[src/rtl/skewed_operand_buffer.sv]
// skewed_operand_buffer: LANES x DEPTH operand store streaming a window
// of each lane into a systolic array, lane i delayed by i cycles.
// Ports: clk, rst_n (sync, active-low); wr_en/wr_lane/wr_addr/wr_data
// element write; start/base/len stream request; busy, done, out_valid,
// lane_valid, data_out (lane i at [i*DATA_WIDTH +: DATA_WIDTH]).
// Option: define SKEWED_OPBUF_TRANSPOSE_EN to add the transpose input
// (column-major reads, needs LANES == DEPTH).
module skewed_operand_buffer #(
  parameter int DATA_WIDTH = 8,
  parameter int LANES      = 4,
  parameter int DEPTH      = 8
) (
  input  logic                          clk,
  input  logic                          rst_n,
  input  logic                          wr_en,
  input  logic [$clog2(LANES)-1:0]      wr_lane,
  input  logic [$clog2(DEPTH)-1:0]      wr_addr,
  input  logic [DATA_WIDTH-1:0]         wr_data,
  input  logic                          start,
  input  logic [$clog2(DEPTH)-1:0]      base,
  input  logic [$clog2(DEPTH):0]        len,
`ifdef SKEWED_OPBUF_TRANSPOSE_EN
  input  logic                          transpose,
`endif
  output logic                          busy,
  output logic                          done,
  output logic                          out_valid,
  output logic [LANES-1:0]              lane_valid,
  output logic [LANES*DATA_WIDTH-1:0]   data_out
);

  localparam int LANE_W = $clog2(LANES);
  localparam int ADDR_W = $clog2(DEPTH);
  localparam int S_W    = $clog2(DEPTH + LANES) + 1;

`ifdef SKEWED_OPBUF_TRANSPOSE_EN
  if (LANES != DEPTH) begin : g_tr_chk
    $error("transpose needs LANES == DEPTH");
  end
`endif

  typedef enum logic {IDLE, STREAM} state_e;

  state_e                                   state_q, state_d;
  logic [S_W-1:0]                           step_q, step_d;
  logic [ADDR_W-1:0]                        base_q, base_d;
  logic [ADDR_W:0]                          len_q, len_d;
  logic                                     done_q, done_d;
  logic [LANES-1:0]                         lv_q, lv_d;
  logic [LANES*DATA_WIDTH-1:0]              data_q, data_d;
  logic [LANES-1:0][DEPTH-1:0][DATA_WIDTH-1:0] mem_q, mem_d;
`ifdef SKEWED_OPBUF_TRANSPOSE_EN
  logic                                     tr_q, tr_d;
`endif

  logic [S_W-1:0]    last_step;
  logic [ADDR_W:0]   len_clamp;
  int                k;
  logic [ADDR_W-1:0] addr;

  assign last_step = S_W'(len_q) + S_W'(LANES - 2);
  assign len_clamp = (len > (ADDR_W+1)'(DEPTH)) ?
                     (ADDR_W+1)'(DEPTH) : len;

  always_comb begin
    mem_d = mem_q;
    if (wr_en && (32'(wr_lane) < LANES))
      mem_d[wr_lane][wr_addr] = wr_data;
  end

  always_ff @(posedge clk) begin
    if (!rst_n) begin
      state_q <= IDLE;
      step_q  <= '0;
      base_q  <= '0;
      len_q   <= '0;
      done_q  <= 1'b0;
      lv_q    <= '0;
      data_q  <= '0;
      mem_q   <= '0;
`ifdef SKEWED_OPBUF_TRANSPOSE_EN
      tr_q    <= 1'b0;
`endif
    end else begin
      state_q <= state_d;
      step_q  <= step_d;
      base_q  <= base_d;
      len_q   <= len_d;
      done_q  <= done_d;
      lv_q    <= lv_d;
      data_q  <= data_d;
      mem_q   <= mem_d;
`ifdef SKEWED_OPBUF_TRANSPOSE_EN
      tr_q    <= tr_d;
`endif
    end
  end

  always_comb begin
    state_d = state_q;
    step_d  = step_q;
    base_d  = base_q;
    len_d   = len_q;
`ifdef SKEWED_OPBUF_TRANSPOSE_EN
    tr_d    = tr_q;
`endif
    unique case (state_q)
      IDLE: begin
        if (start) begin
          base_d = base;
          len_d  = len_clamp;
          step_d = '0;
`ifdef SKEWED_OPBUF_TRANSPOSE_EN
          tr_d   = transpose;
`endif
          if (len != '0) state_d = STREAM;
        end
      end
      STREAM: begin
        if (step_q == last_step) state_d = IDLE;
        else step_d = step_q + 1'b1;
      end
    endcase
  end

  // Outputs are registered, so the step being entered is computed from
  // the next-state values; mem_q gives read-before-write on collisions.
  always_comb begin
    lv_d   = '0;
    data_d = '0;
    k      = 0;
    addr   = '0;
    done_d = ((state_q == STREAM) && (state_d == IDLE)) ||
             ((state_q == IDLE) && start && (len == '0));
    if (state_d == STREAM) begin
      for (int i = 0; i < LANES; i++) begin
        k = int'(step_d) - i;
        if ((k >= 0) && (k < int'(len_d))) begin
          lv_d[i] = 1'b1;
          addr = base_d + ADDR_W'(k);
          data_d[i*DATA_WIDTH +: DATA_WIDTH] = mem_q[i][addr];
`ifdef SKEWED_OPBUF_TRANSPOSE_EN
          if (tr_d)
            data_d[i*DATA_WIDTH +: DATA_WIDTH] =
              mem_q[LANE_W'(addr)][ADDR_W'(i)];
`endif
        end
      end
    end
  end

  assign busy       = (state_q == STREAM);
  assign out_valid  = (state_q == STREAM);
  assign done       = done_q;
  assign lane_valid = lv_q;
  assign data_out   = data_q;

endmodule

[config.mk]
export PLATFORM = sky130hd
export DESIGN_NAME = skewed_operand_buffer
export DESIGN_NICKNAME = d
export VERILOG_FILES = /design/src/rtl/skewed_operand_buffer.sv
export SDC_FILE = /design/constraint.sdc
export NUM_CORES = 1
export LEC_CHECK = 0
export BUFFER_PORTS_ARGS = -buffer_cell sky130_fd_sc_hd__buf_2
export CORE_MARGIN = 1
export CORE_UTILIZATION = 60
export DETAILED_ROUTE_END_ITERATION = 8
export HOLD_SLACK_MARGIN = 0.15
export MAX_ROUTING_LAYER = met4
export PLACE_DENSITY = 0.77
export SETUP_SLACK_MARGIN = 0.3
export SKIP_LAST_GASP = 1
export SYNTH_ARGS = -nofsm -noshare
export SYNTH_HDL_FRONTEND = slang
export SYNTH_SLANG_ARGS = --single-unit
[constraint.sdc]
create_clock -name clk -period 6 [get_ports clk]
set_input_delay 0.3 -clock clk [delete_from_list [all_inputs] [get_ports clk]]
set_output_delay 0.3 -clock clk [all_outputs]
set_load 0.01 [all_outputs]
==> metrics.md, run 1 <==
| Metric | Value |
|---|---|
| Outcome | completed |
| Core region area | 23400 sq um |
| Fraction of registers with async set or reset after synthesis | 0% |
| Final max-slew violation count | 0 |
| Yosys warnings | 0 |
| Number of standard-cell rows in the floorplan | 56 |
| Placed Instance Area | 14670 sq um |
| Kind of end point of the critical path | flop |
| Insertion delay of the later-clocked pin in the worst-skew pair | 0.56 ns |
| Max incr delay on CP | 1.15 ns |
| Buffers added on ports | 62 |
| Synth Flop Type | dfxtp_1 |
| Largest net degree at the start of global routing | 140 |
| Starting utilization of the core area | 60.84% |
| Ranking of synthesized cells by area | dfxtp_1 43%, mux2i_1 19%, nor2b_1 11% |
| Highest layer used for signal routing | met4 |
| Detailed-route DRC error count | 0 |
| Design area | 15670 sq um |
| Net count after synthesis | 1340 |
| Most used cell, CP | ha_1 |
| Final estimated routing congestion in global placement | 0.8591 |
| Layout Skew | 0.009893 ns |
| Via density | 5.637 |
| Critical Path Slowest Stage Cell | fa_2 |
| Area occupied by multi-input gates | 7709 sq um |
| Hold_ws | 0.1670 ns |
| Vias in the first global route | 9114 |
| Proportion of netlist area held by the largest area contributor | 43.03% |
| Power per standard cell area | 288.5 nW/um^2 |
| Half-perimeter wire length after placement | 19640 um |
| Sinks on Clock Net | 306 |
| Peak VDD IR | 237.1 uV |
| Setup crit start | len_q[1] |
| Library cell with the largest summed area after synthesis | dfxtp_1 |
| Worst reg2reg path startpoint | len_q[1] |
| I/O pins | 63 |
| Hold violation total from the final report | 0 |
| Synth unique cells | 61 |
| Hold_sp | base[2] |
| Setup violators final | 0 |
| Post-detailed-routing wire length | 31360 um |
| Worst EP required | 6.41 ns |
| Slew at the pin closest to its max-slew limit | 1.220 ns |
| Flip-flop and latch count after synthesis | 306 |
| Reg2Reg Setup Slack | 1.31 ns |
| Worst setup SP type | flop |
| Total CTS buffers | 31 |
| Number of fillers in the final layout | 1831 |
| CTS H-Tree Depth | 1 |
| Static leakage | 6.105 nW |
| Maximum clock frequency | 213.2 MHz |
| Worst r2r dst | data_out[8] |
| WL met2 | 14970 um |
| Area used by sequential logic in the layout | 6126 sq um |
| Utilization after layout | 66.94% |
| Total Die Area | 24350 sq um |
| Via count | 9296 |
| Routed length on met3 | 1223 um |
| Length in cells of the worst reg-to-reg path | 12 |
| Area growth from synthesis to layout | 10.03% |
| Post-synth EDFFs | 0 |
| First-pass DRT Iterations | 4 |
| Initial antenna violation count | 5 |
| Total placed cells including tap cells | 1589 |
| CTS clock-pin slew for the worst setup and hold paths | 0.06 ns |
| Number of DRC markers after the initial detailed-route iteration | 590 |
| Cells along the critical path | ha_1, xor2_1, nor3_1, o21ai_2, or2_1, a31oi_2, inv_1, ha_1, fa_2, mux4_2, mux2i_1, nor2_1 |
| Total negative slack | 0 ns |
| Syn avg cell area | 11.03 sq um |
| Type of the tightest min-delay check | in2reg |
| Antenna Violating Nets Remaining | 0 |
| Grt ovf | 0 |
| Layout Nets | 1355 |
| Largest fanout on the critical path | 24 |
| Met1 wire length | 14510 um |
| Setup repair after global routing missed its margin | no |
| Max Cap Violations | 0 |
| Part of the Yosys area used for sequential elements | 43.03% |
| Horizontal die dimension | 156.0 um |
| Overall routing resource usage | 26.66% |
| Worst setup path class | reg2reg |
| Final cell count without fillers | 1649 |
| First-pass GRT wire length | 49520 um |
| CTS tree | yes |
| Proportion of layout cells with a drive suffix above 1 | 15.62% |
| Post-synthesis instance area | 14240 sq um |
| Buffers inserted during post-CTS setup optimization | 0 |
| Final Cycle Share | 78.17% |
| Worst Path Arrival | 5.10 ns |
| Slew margin rel. | 18.34% |
| CP Capture Point | data_out[8] |
| Cell at the root of the clock tree | clkbuf_16 |
| Die Y-Extent | 156.0 um |
| Minimum period implied by the final worst setup slack | 4.690 ns |
| Buffers from clock root to sink, at most | 3 |
| DR WL/cell | 19.02 um |
| Gate count after technology mapping | 1291 |
power breakdown:
group	internal, mW	switching, mW	leakage, nW
Sequential	2.05	0.0152	2.47
Combinational	0.275	0.359	3.16
Clock	1.04	0.779	0.478
how the worst min path moves through the flow:
stage	endpoint	slack (ns)	cells after the start
floorplan	mem_q[0]	0.44	2
global placement	mem_q[3]	0.45	2
detailed placement	mem_q[0]	0.46	2
CTS	base_q[2]	0.15	3
global route	base_q[2]	0.21	3
finish	base_q[2]	0.17	3
kinds of logic after synthesis:
family	synth area share [%]
flip-flops	43.03
AO/OA/AOI/OAI	3.577
AND/OR/NAND/NOR	17.17
buffers and inverters	2.970
multiplexers	29.20
adder cells (fa/ha/maj)	2.355
XOR/XNOR	1.696
flip-flops by register name (all words and copies together), names as in the netlist:
signal and cells:
mem_q 256, lane_valid 4, data_out 32, len_q 4, base_q 3, done 1
busy 1, step_q 5
critical path, delay by kind of cell, from the launching register on:
kind | cells | cell delay [ns]
XOR/XNOR | 1 | 0.15
multiplexers | 2 | 0.80
AO/OA/AOI/OAI | 2 | 0.63
AND/OR/NAND/NOR | 3 | 0.67
buffers and inverters | 1 | 0.16
adder cells (fa/ha/maj) | 3 | 1.76
flip-flops | 1 | 0.37
layer usage:
layer | track usage (%) | vias up
met5 | - | -
met4 | 7.236 | 0
met3 | 2.972 | 50
met2 | 43.28 | 200
met1 | 35.38 | 4547
li1 | - | 4499
metrics by stage:
step / power [mW] / worst slack (ns)
CTS: 4.557 / 1.280
floorplan: 2.600 / 1.610
global placement: 2.739 / 1.433
global route: 4.684 / 0.9694
detailed placement: 2.745 / 1.353
finish: 4.519 / 1.310
area by class of cell:
class	count	share of cell area, %
Multi-Input combinational cell	879	49.21
Sequential cell	306	39.11
Clock buffer	38	5.439
Timing Repair Buffer	73	2.596
Tap cell	319	2.548
Clock inverter	14	0.6629
Inverter	15	0.3594
Antenna cell	5	0.07987
cell usage after synthesis, types with 5 or more instances:
cell and count:
nor3b_1 7, xor2_1 6, a21oi_1 12, nand3_1 30
o21ai_0 5, xnor2_1 9, clkbuf_1 82, buf_2 5
nand2_1 68, ha_1 22, nor2b_1 240, mux4_2 64
inv_1 13, nand3b_1 8, and2_1 8, dfxtp_1 306
a21boi_0 27, mux2i_1 268, nor2_1 49
layout by cell type, fill, tap and decap left out, types with 3 or more instances in the layout:
cell type      count
a21boi_0          27
a21o_1             3
a21oi_1           12
and2_1             8
and3_1             4
buf_2             61
buf_4              8
clkbuf_16         31
clkbuf_8           5
clkinv_2          10
dfxtp_1          306
diode_2            5
dlygate4sd3_1      3
ha_1              21
inv_1             13
mux2i_1          268
mux4_2            64
nand2_1           68
nand2b_1           3
nand3_1           30
nand3b_1           8
nand4_1            3
nor2_1            49
nor2b_1          240
nor3b_1            7
o21ai_0            5
xnor2_1            9
xnor2_4            4
xor2_1             6
what timing repair did:
item / in CTS / in global routing
hold buffers: 3 / 0
gates resized for setup: 0 / 0
hold endpoints to repair: 2 / 0
No activity file was read; power rests on OpenSTA's default activity.
==> run 2: changes to the inputs <==
Settings changed: ABC_AREA set to 1, CORE_UTILIZATION 60 to 56, PLACE_DENSITY 0.77 to 0.76.
Clock period 6 ns to 4 ns, I/O delays scaled along.
==> run 2 against run 1 <==
Compared with the run above: critical endpoint is now data_out[19]; maximum frequency grew 35%; total power grew 85%; final area shrank 0.64%; critical path depth grew 3; wire length grew 32%.
==> metrics.md, run 2 <==
| Metric | Value |
|---|---|
| DR WL/cell | 17.70 um (-6.9%) |
| Final Cycle Share | 86.64% (+8.5 points) |
| Vias in the first global route | 12310 (+35%) |
| Slew at the pin closest to its max-slew limit | 1.194 ns (-0.02679 ns) |
| Maximum clock frequency | 288.6 MHz (+35%) |
| Final max-slew violation count | 0 (unchanged) |
| Peak VDD IR | 307.5 uV (+30%) |
| Flip-flop and latch count after synthesis | 306 (unchanged) |
| Area growth from synthesis to layout | 12.39% |
| Busiest metal layer after global routing | met2 |
| Library cell with the largest summed area after synthesis | dfxtp_1 |
| Worst Slack Setup Final | 0.5345 ns (-0.7753 ns) |
| Length in cells of the worst reg-to-reg path | 15 (+3) |
| Number of standard-cell rows in the floorplan | 57 (+1.8%) |
| Number of fillers in the final layout | 2168 (+18%) |
| Synth Flop Type | dfxtp_1 |
| Worst setup SP type | flop |
| Cells along the critical path | ha_1, xnor2_4, nand4_4, nand3_1, nand2_2, inv_1, ha_1, inv_1, fa_1, buf_6, o21ai_0, o22ai_1, nand3b_1, nand2_1, nor2_2 |
| Antenna Violating Nets Remaining | 0 (unchanged) |
| Outcome | completed |
| Type of the tightest min-delay check | in2reg |
| Proportion of netlist area held by the largest area contributor | 44.23% (+1.2 points) |
| CTS H-Tree Depth | 2 (+1) |
| Hold violation total from the final report | 0 (unchanged) |
| Net count after synthesis | 2024 (+51%) |
| Buffers from clock root to sink, at most | 3 (unchanged) |
| CP Capture Point | data_out[19] |
| Insertion delay of the later-clocked pin in the worst-skew pair | 0.54 ns (-0.02 ns) |
| Horizontal die dimension | 159.3 um (+2.1%) |
| Synth unique cells | 39 (-36%) |
| Buffers added on ports | 62 (unchanged) |
| Max reg flops | 256 (unchanged) |
| Setup violators final | 0 (unchanged) |
| Overall routing resource usage | 32.95% (+6.3 points) |
| Post-synthesis instance area | 13850 sq um (-2.7%) |
| Most numerous cell types in the synthesized netlist | 700 x nor2_1, 376 x o21ai_0, 306 x dfxtp_1 |
| Static leakage | 6.944 nW (+14%) |
| Setup crit start | len_q[1] |
| Bufs and invs on worst path | 3 (+2) |
| Layout Skew | 0.02625 ns (+0.01636 ns) |
| Grt ovf | 0 (unchanged) |
| Ant. Diodes | 0 (-5) |
| Largest fanout on the critical path | 40 (+67%) |
| Starting utilization of the core area | 56.95% (-3.9 points) |
| Kind of end point of the critical path | flop |
| Proportion of layout cells with a drive suffix above 1 | 10.33% (-5.3 points) |
| Register bank with the most flops | mem_q |
| Half-perimeter wire length after placement | 25340 um (+29%) |
| Final estimated routing congestion in global placement | 0.8975 (+4.5%) |
| Area occupied by multi-input gates | 6904 sq um (-10%) |
| Gate count after technology mapping | 1975 (+53%) |
| Via density | 5.722 (+1.5%) |
| Worst Path Arrival | 3.92 ns (-1.18 ns) |
| Max Cap Violations | 0 (unchanged) |
| Cell at the root of the clock tree | clkbuf_16 |
| Most common cell after layout, fill and taps aside | nor2_1 |
| CTS clock-pin slew for the worst setup and hold paths | 0.06 ns (about the same) |
| Post-synth EDFFs | 0 (unchanged) |
| Layout Nets | 2047 (+51%) |
| Slew margin rel. | 19.59% (+1.2 points) |
| Yosys warnings | 0 (unchanged) |
| Post-detailed-routing wire length | 41550 um (+32%) |
| Reg2Reg Setup Slack | 0.53 ns (-0.78 ns) |
| Setup repair after global routing missed its margin | no |
| I/O pins | 63 (unchanged) |
| Core region area | 24320 sq um (+3.9%) |
| Total negative slack | 0 ns (unchanged) |
| Max incr delay on CP | 0.54 ns (-0.61 ns) |
| Area used by sequential logic in the layout | 6126 sq um (unchanged) |
| Fraction of registers with async set or reset after synthesis | 0% (unchanged) |
| Critical Path Slowest Stage Cell | fa_1 |
| CTS tree | yes |
| Die Y-Extent | 159.3 um (+2.1%) |
| Post-place setup slack | 0.4205 ns (-0.9321 ns) |
| Worst EP required | 4.46 ns (-1.95 ns) |
| Minimum period implied by the final worst setup slack | 3.465 ns (-1.225 ns) |
| First-pass GRT wire length | 64970 um (+31%) |
| Met3 GRT Util | 4.585% (+1.6 points) |
| Detailed-route DRC error count | 0 (unchanged) |
| Worst reg2reg path startpoint | len_q[1] |
| Placed Instance Area | 14340 sq um (-2.2%) |
| Met2 usage in global routing | 51.14% (+7.9 points) |
| Syn avg cell area | 7.012 sq um (-36%) |
| Total CTS buffers | 34 (+9.7%) |
| Via count | 13430 (+44%) |
| GR Util met1 | 43.32% (+7.9 points) |
| Design area | 15560 sq um (-0.64%) |
| Critical path depth | 15 (+3) |
| Worst setup path class | reg2reg |
| Initial antenna violation count | 0 (-5) |
| Sinks on Clock Net | 306 (unchanged) |
| Most used standard cell by instance count after synthesis | nor2_1 |
| Part of the Yosys area used for sequential elements | 44.23% (+1.2 points) |
| Gate family responsible for the most delay along the worst path | adder cells |
| Worst r2r dst | data_out[19] |
| Buffers inserted during post-CTS setup optimization | 0 (unchanged) |
| Total Die Area | 25360 sq um (+4.2%) |
| Largest net degree at the start of global routing | 249 (+78%) |
| Power per standard cell area | 536.1 nW/um^2 (+86%) |
| Most used cells in the layout excluding fill and tap cells | 700 x nor2_1, 376 x o21ai_0, 306 x dfxtp_1 |
| Ranking of synthesized cells by area | dfxtp_1 44%, nor2_1 19%, o21ai_0 14% |
| Number of DRC markers after the initial detailed-route iteration | 1739 (+190%) |
| First-pass DRT Iterations | 6 (+2) |
run 2: changes by cell type in the layout (fill, tap and decap cells not counted), moves of 19 or more:
cell      previous run  this run
o21ai_0              5       376
o22ai_1              0        58
mux2i_1            268         0
inv_1               13       110
nand2_1             68       125
nor2_2               0        19
nor2_1              49       700
nor2b_1            240         0
a21boi_0            27         1
mux4_2              64         0
run 2: routing by layer:
| metal | up-vias | routed length (um) |
|---|---|---|
| li1 | 6458 | - |
| met1 | 6219 | 17950 |
| met2 | 639 | 18740 |
| met3 | 114 | 3310 |
| met4 | 0 | 1549 |
| met5 | - | 0 |
run 2: worst min path at each step:
stage / start / end / slack, ns / cells past startpoint
final: len[3] / len_q[2] / 0.22 / 5
after global routing: len[3] / len_q[2] / 0.23 / 5
after CTS: len[0] / len_q[0] / 0.21 / 5
after detailed placement: mem_q[243] / mem_q[243] / 0.49 / 2
after global placement: mem_q[128] / mem_q[128] / 0.49 / 2
after floorplan: wr_data[0] / mem_q[160] / 0.33 / 2
run 2: area by class of cell:
type | count | share of cell area [%]
multi-input combinational | 1446 | 44.36
clock buffer | 45 | 6.053
timing repair buffer | 86 | 3.473
inverter | 124 | 2.998
clock inverter | 16 | 1.158
tap | 324 | 2.605
sequential | 306 | 39.36
run 2: logic make-up (layout without fill, tap and decap cells):
group / after synthesis / in the layout / share of synthesized area, %
AND/OR/NAND/NOR: 943 / 943 / 28.39
multiplexers: 1 / 1 / 0.1626
AO/OA/AOI/OAI: 468 / 468 / 17.85
buffers and inverters: 223 / 271 / 6.243
flip-flops: 306 / 306 / 44.23
XOR/XNOR: 9 / 9 / 0.7047
adder cells (fa/ha/maj): 25 / 25 / 2.421
run 2: through the flow:
stage | cells | power [mW] | hold slack, ns | utilization (%)
after floorplan | 1975 | 4.618 | 0.3349 | -
after global placement | 2280 | 5.147 | 0.4869 | 58.98
after detailed placement | 2280 | 5.146 | 0.4910 | 58.98
after CTS | 2347 | 8.291 | 0.2095 | 63.84
after global routing | 2347 | 8.683 | 0.2343 | 64.00
final | 2347 | 8.344 | 0.2248 | 64.00
run 2: tightest hold or removal path, stage by stage:
cell and delay (ns):
buf_2 0.09, nor2_1 0.05, a22oi_1 0.13, buf_4 0.18
nor2_1 0.05
run 2: repair_timing:
action                                 CTS  global route
setup endpoints to repair                0            26
endpoints found under the hold margin   13             0
hold buffers                             6             0
resized for setup                        0             8
run 2: where the power goes:
group / leakage, nW / switching (mW) / internal (mW) / total (mW)
Combinational: 3.92 / 1.37 / 0.662 / 2.03
Sequential: 2.47 / 0.0309 / 3.10 / 3.13
Clock: 0.556 / 1.31 / 1.87 / 3.18
